<file path="config.mk">
export PLATFORM = sky130hd
export DESIGN_NAME = bj_dealer
export DESIGN_NICKNAME = d
export VERILOG_FILES = /design/src/rtl/bj_pkg.sv /design/src/rtl/bj_lfsr.sv /design/src/rtl/bj_dealer.sv
export SDC_FILE = /design/constraint.sdc
export NUM_CORES = 1
export LEC_CHECK = 0
export BUFFER_PORTS_ARGS = -buffer_cell sky130_fd_sc_hd__buf_2
export CAP_MARGIN = 25
export CORE_MARGIN = 5
export CORE_UTILIZATION = 40
export CTS_CLUSTER_DIAMETER = 200
export CTS_CLUSTER_SIZE = 40
export DETAILED_ROUTE_END_ITERATION = 8
export PLACE_DENSITY = 0.67
export REMOVE_ABC_BUFFERS = 1
export SLEW_MARGIN = 20
export SYNTH_ARGS = -nofsm -noshare
export SYNTH_HDL_FRONTEND = slang
export SYNTH_SLANG_ARGS = --single-unit
</file>
<file path="constraint.sdc">
create_clock -name CLK -period 1.5 [get_ports CLK]
set_input_delay 0.15 -clock CLK [delete_from_list [all_inputs] [get_ports CLK]]
set_output_delay 0.15 -clock CLK [all_outputs]
set_load 0.03 [all_outputs]
</file>
<file path="src/rtl/bj_pkg.sv">
// Shared definitions for the blackjack dealer block.
// Holds card/slot geometry, the FSM state type, the LFSR feedback tap mask
// and a small helper that tells whether a drawn card code is playable.
package bj_pkg;

  localparam int CARD_W     = 4;
  localparam int SLOT_COUNT = 4;
  // Card codes at or above this value mark an empty slot and are never dealt.
  localparam int CARD_LIMIT = 13;

  // Feedback taps for x^8+x^6+x^5+x^4+1 on a left-shifting register:
  // bits 7, 5, 4 and 3 are XORed to form the new bit 0.
  localparam logic [7:0] LFSR_TAPS = 8'hB8;

  typedef enum logic [2:0] {
    S_IDLE,
    S_CLEAR,
    S_DRAW,
    S_LOAD,
    S_SETTLE,
    S_DONE
  } state_t;

  function automatic logic card_valid(input logic [CARD_W-1:0] code);
    return code < CARD_W'(CARD_LIMIT);
  endfunction

endpackage

</file>
<file path="src/rtl/bj_lfsr.sv">
// Free-running 8-bit Fibonacci LFSR used as the dealer's card source.
// Ports:
//   clk  - system clock, rising edge
//   clr  - synchronous active-high reset, loads SEED
//   card - low nibble of the register, the candidate card code
module bj_lfsr
  import bj_pkg::*;
#(
  parameter logic [7:0] SEED = 8'hA5
) (
  input  logic                clk,
  input  logic                clr,
  output logic [CARD_W-1:0]   card
);

  logic [7:0] lfsr;
  logic       feedback;

  assign feedback = ^(lfsr & LFSR_TAPS);
  assign card     = lfsr[CARD_W-1:0];

  // Shifts on every non-reset edge; SEED must be nonzero or it locks up.
  always_ff @(posedge clk) begin
    if (clr) begin
      lfsr <= SEED;
    end else begin
      lfsr <= {lfsr[6:0], feedback};
    end
  end

endmodule

</file>
<file path="src/rtl/bj_dealer.sv">
// Dealer for the 4-slot blackjack hand register.
// Deals INIT_CARDS cards on START and one more per HIT, writing each card
// through the register's LD/POS/D interface, and watches the returned hand
// total to flag a bust. Dealing stops on bust or when all slots are full.
// Ports:
//   CLK        - system clock, rising edge
//   CLR        - synchronous active-high reset
//   START      - begin a new round (honoured in IDLE and DONE)
//   HIT        - request one more card (honoured in IDLE with 1..3 cards)
//   FORCE_EN   - take cards from FORCE_CARD instead of the LFSR
//   FORCE_CARD - forced card code
//   CNT        - hand total returned by the hand register
//   LD/POS/D   - registered load strobe, slot index and card code
//   HAND_CLR   - registered one-cycle clear of the hand register
//   BUSY       - a deal sequence is in progress
//   BUST/FULL  - latched round outcome flags
//   NCARDS     - cards dealt this round
module bj_dealer
  import bj_pkg::*;
#(
  parameter logic [7:0] LFSR_SEED  = 8'hA5,
  parameter int         BUST_LIMIT = 21,
  parameter int         INIT_CARDS = 2
) (
  input  logic              CLK,
  input  logic              CLR,
  input  logic              START,
  input  logic              HIT,
  input  logic              FORCE_EN,
  input  logic [CARD_W-1:0] FORCE_CARD,
  input  logic [5:0]        CNT,
  output logic              LD,
  output logic [1:0]        POS,
  output logic [CARD_W-1:0] D,
  output logic              HAND_CLR,
  output logic              BUSY,
  output logic              BUST,
  output logic              FULL,
  output logic [2:0]        NCARDS
);

  localparam logic [5:0] BUST_LIM6  = 6'(BUST_LIMIT);
  localparam logic [2:0] INIT_N     = 3'(INIT_CARDS);
  localparam logic [2:0] SLOTS_N    = 3'(SLOT_COUNT);

  state_t            state;
  state_t            next_state;
  logic [2:0]        pending;
  logic [2:0]        ncards;
  logic [CARD_W-1:0] lfsr_card;
  logic [CARD_W-1:0] candidate;
  logic              over_limit;

  bj_lfsr #(
    .SEED (LFSR_SEED)
  ) u_lfsr (
    .clk  (CLK),
    .clr  (CLR),
    .card (lfsr_card)
  );

  assign candidate  = FORCE_EN ? FORCE_CARD : lfsr_card;
  assign over_limit = CNT > BUST_LIM6;

  assign NCARDS = ncards;
  assign BUSY   = (state == S_CLEAR) || (state == S_DRAW) ||
                  (state == S_LOAD)  || (state == S_SETTLE);

  // Next-state logic. START takes priority over HIT in IDLE; in SETTLE the
  // bust test comes before the full test so a busting fourth card reports
  // BUST rather than FULL.
  always_comb begin
    next_state = state;
    case (state)
      S_IDLE: begin
        if (START) begin
          next_state = S_CLEAR;
        end else if (HIT && (ncards != 3'd0) && (ncards < SLOTS_N)) begin
          next_state = S_DRAW;
        end
      end
      S_CLEAR: next_state = S_DRAW;
      S_DRAW: begin
        if (card_valid(candidate)) begin
          next_state = S_LOAD;
        end
      end
      S_LOAD: next_state = S_SETTLE;
      S_SETTLE: begin
        if (over_limit) begin
          next_state = S_DONE;
        end else if (ncards == SLOTS_N) begin
          next_state = S_DONE;
        end else if (pending != 3'd0) begin
          next_state = S_DRAW;
        end else begin
          next_state = S_IDLE;
        end
      end
      S_DONE: begin
        if (START) begin
          next_state = S_CLEAR;
        end
      end
      default: next_state = S_IDLE;
    endcase
  end

  // State, counters and registered outputs. LD and HAND_CLR are flopped from
  // the next state so they are high exactly while LOAD / CLEAR is current,
  // which keeps input changes from reaching the hand register directly.
  always_ff @(posedge CLK) begin
    if (CLR) begin
      state    <= S_IDLE;
      pending  <= 3'd0;
      ncards   <= 3'd0;
      LD       <= 1'b0;
      POS      <= 2'd0;
      D        <= '0;
      HAND_CLR <= 1'b0;
      BUST     <= 1'b0;
      FULL     <= 1'b0;
    end else begin
      state    <= next_state;
      LD       <= (next_state == S_LOAD);
      HAND_CLR <= (next_state == S_CLEAR);
      case (state)
        S_IDLE: begin
          if (next_state == S_CLEAR) begin
            pending <= INIT_N;
          end else if (next_state == S_DRAW) begin
            pending <= 3'd1;
          end
        end
        S_CLEAR: begin
          ncards <= 3'd0;
          BUST   <= 1'b0;
          FULL   <= 1'b0;
        end
        S_DRAW: begin
          if (next_state == S_LOAD) begin
            D   <= candidate;
            POS <= ncards[1:0];
          end
        end
        S_LOAD: begin
          ncards  <= ncards + 3'd1;
          pending <= pending - 3'd1;
        end
        S_SETTLE: begin
          if (over_limit) begin
            BUST <= 1'b1;
          end else if (ncards == SLOTS_N) begin
            FULL <= 1'b1;
          end
        end
        S_DONE: begin
          if (next_state == S_CLEAR) begin
            pending <= INIT_N;
          end
        end
        default: begin
        end
      endcase
    end
  end

endmodule

</file>
==> out/metrics.json <==
{
  "timing.clock.skew_ns": 0.0138,
  "seq_area_frac_synth": 0.430,
  "postRouteAntennaNets": 0,
  "maxSlewHeadroom": 0.718,
  "status": "completed",
  "finalNetCount": 209,
  "first_global_vias": 1200,
  "post_syn_instances": 140,
  "clock_insertion_delay_worst_skew_ns": 0.34,
  "drtPass1Iterations": 4,
  "postLayoutCoreUtil": 0.586,
  "gp_routability_congestion": 0.903,
  "floorplan.initialDensity": 0.415,
  "clock-root-buffer": "clkbuf_4",
  "final_design_area_no_fill_um2": 1780,
  "synthTopCellsByArea": "dfxtp_1 43%, nor2_1 5.1%, mux2i_1 4.8%, a21oi_1 4.4%, ha_1 4.0%",
  "die_w_um": 66.0,
  "critical_path.cell_chain": "or3b_4 -> o211a_1 -> o211ai_2 -> a21o_1 -> and3b_1",
  "finalSetupViolations": 0,
  "cp_max_fo": 7,
  "timing.fmax_mhz": 673,
  "path_clk_slew_ns": 0.16,
  "final_min_period_over_clock_period": 0.991,
  "worst-endpoint-required_ns": 1.80,
  "critical_path_arrival_ns": 1.78,
  "yosysTopAreaCellShare": 0.430,
  "yosys.area.top_type": "dfxtp_1",
  "min_delay_path_depth": 3,
  "die_h_um": 66.0,
  "viasPerCell": 5.01,
  "path_class": "flop to flop",
  "syn_avg_cell_area_um2": 8.97,
  "timing.hold.worst_endpoint": "D[0]",
  "worst-r2r-cell-count": 5,
  "maxCapViolations": 0,
  "place_area_um2": 1580,
  "initial_antenna_violation_count": 0,
  "hold_path.startpoint": "FORCE_CARD[0]",
  "report.final.hold_viol_count": 0,
  "setup.reg_to_reg.worst_slack_ns": 0.01,
  "num_antenna_cells": 0,
  "areal_power_density_over_the_cells_nw_per_um2": 989,
  "grt_setup_unrepaired": "true",
  "clock_sink_total": 27,
  "core_area_um2": 3030,
  "detailed_place_hpwl_um": 2110,
  "crit_buf_inv": 0,
  "drt-total-wl_um": 3000,
  "synth_edf_count": 0,
  "holdCritPathClass": "input port to flop",
  "peakVddDrop_uv": 670,
  "period_needed_ns": 1.49,
  "synth_cell_type_count": 37,
  "worst-slew-pin-transition_ns": 0.423,
  "cpLargestDelayFamily": "simple AND/OR/NAND/NOR gates",
  "synth_area_um2": 1260,
  "numPortBuffers": 27,
  "postSynth.asyncResetShare": 0,
  "highest_count_cells_in_the_layout_ignoring_fill_and_taps": "26 x buf_2, 22 x buf_4, 20 x dfxtp_1, 16 x nor2_1, 9 x a21oi_1",
  "timing.critical_path.from_type": "flop",
  "detail_route.wl_per_cell_um": 12.9,
  "grt_remaining_overflow": 0,
  "ys.flop_type": "dfxtp_1",
  "route.detailed.drc": 0,
  "grt_start_max_net_pins": 25,
  "ctsLongestPathBuffers": 2,
  "crit_path_max_incr_delay_ns": 0.41,
  "cp-startpoint": "state[0]",
  "placementRows": 20,
  "layout_commonest_cell": "buf_2",
  "first_pass_grt_wire_length_um": 5040,
  "cts_inserted_buffers": 3,
  "setup_tns_ns": 0,
  "ios": 29,
  "drive_above_1_share": 0.460,
  "design.die.area_um2": 4360,
  "cts_tree": "yes",
  "layout-area-overhead-vs-synth_pct": 41.3,
  "vias": 1168,
  "timing_max_transition_violations_final": 0,
  "critical-path-slowest-cell": "dfxtp_4",
  "ys_seq_elements": 27,
  "detail_route.iter0.violations": 19,
  "crit-reg2reg-launch": "state[0]",
  "cts-htree-levels": 1,
  "gr-usage-all-layers": 0.147,
  "r2r-end": "pending[0]",
  "synth.yosys.warnings": 0,
  "cp-end-kind": "flop",
  "power.static_leakage_uw": 0.000781
}
==> tightest hold or removal path, delay by kind of cell <==
kind	cells	cell delay, ns
compound gates	1	0.08
buf+inv	1	0.11
mux	1	0.13
==> routing by layer <==
| layer | GRT usage | vias up | part of all wire |
|---|---|---|---|
| met1 | 0.175 | 541 | 0.47 |
| met5 | 0 | - | 0 |
| li1 | - | 589 | - |
| met4 | 0.0736 | 0 | 0.019 |
| met2 | 0.249 | 32 | 0.46 |
| met3 | 0.0289 | 6 | 0.050 |
==> cells in the mapped netlist, drive strengths merged (3+ instances only) <==
master  number
a211oi       5
o21ai        5
ha           4
clkbuf       5
a21oi       11
inv          6
dfxtp       27
nand2b       3
mux2i        6
nor2        17
nor2b        7
nand2        7
or2          3
a21o         4
==> kinds of logic after synthesis <==
kind of cell | share of synthesized area
AO/OA/AOI/OAI | 0.182
XOR/XNOR | 0.0279
adder cells (fa/ha/maj) | 0.0398
buffers and inverters | 0.0408
flip-flops | 0.430
multiplexers | 0.0478
AND/OR/NAND/NOR | 0.231
==> cell type report <==
type,instances,area [um^2]
Sequential cell,27,554
Fill cell,270,1250
Multi-Input combinational cell,100,773
Inverter,6,22.5
Clock buffer,3,22.5
Tap cell,44,55.1
Timing Repair Buffer,52,340
Clock inverter,1,7.51
==> through the flow <==
step                      setup slack, ns  cells  total power (uW)  hold WS [ns]
after floorplan                    -0.292    133              1110         0.219
after global placement            -0.0911    225              1290         0.396
after detailed placement           -0.135    225              1300         0.401
after CTS                        -0.00244    232              1700         0.148
after global routing              -0.0656    233              1860         0.149
final                              0.0142    233              1760         0.154
==> power by group <==
part | internal (uW) | switching [uW]
Clock | 102 | 234
Combinational | 294 | 292
Sequential | 784 | 49.7
==> registers in the layout, indices dropped and copies added, names as in the netlist, 2 cells and up <==
register     count
D                4
NCARDS           3
POS              2
pending          3
state            3
u_lfsr.lfsr      8
==> repair_timing <==
item | 4_1_cts | 5_1_grt
resized for setup | 21 | 18
gates cloned | 0 | 0
setup buffers | 4 | 1
pin swaps | 6 | 13
setup endpoints to repair | 6 | 11
hold buffers | 0 | 0
==> worst max path at each step <==
stage,depth (start not counted),end
floorplan,7,pending[0]
global placement,7,pending[1]
detailed placement,7,pending[1]
CTS,7,pending[0]
global route,7,pending[0]
finish,5,pending[0]
Note: power is estimated with default switching activity, not from simulation.
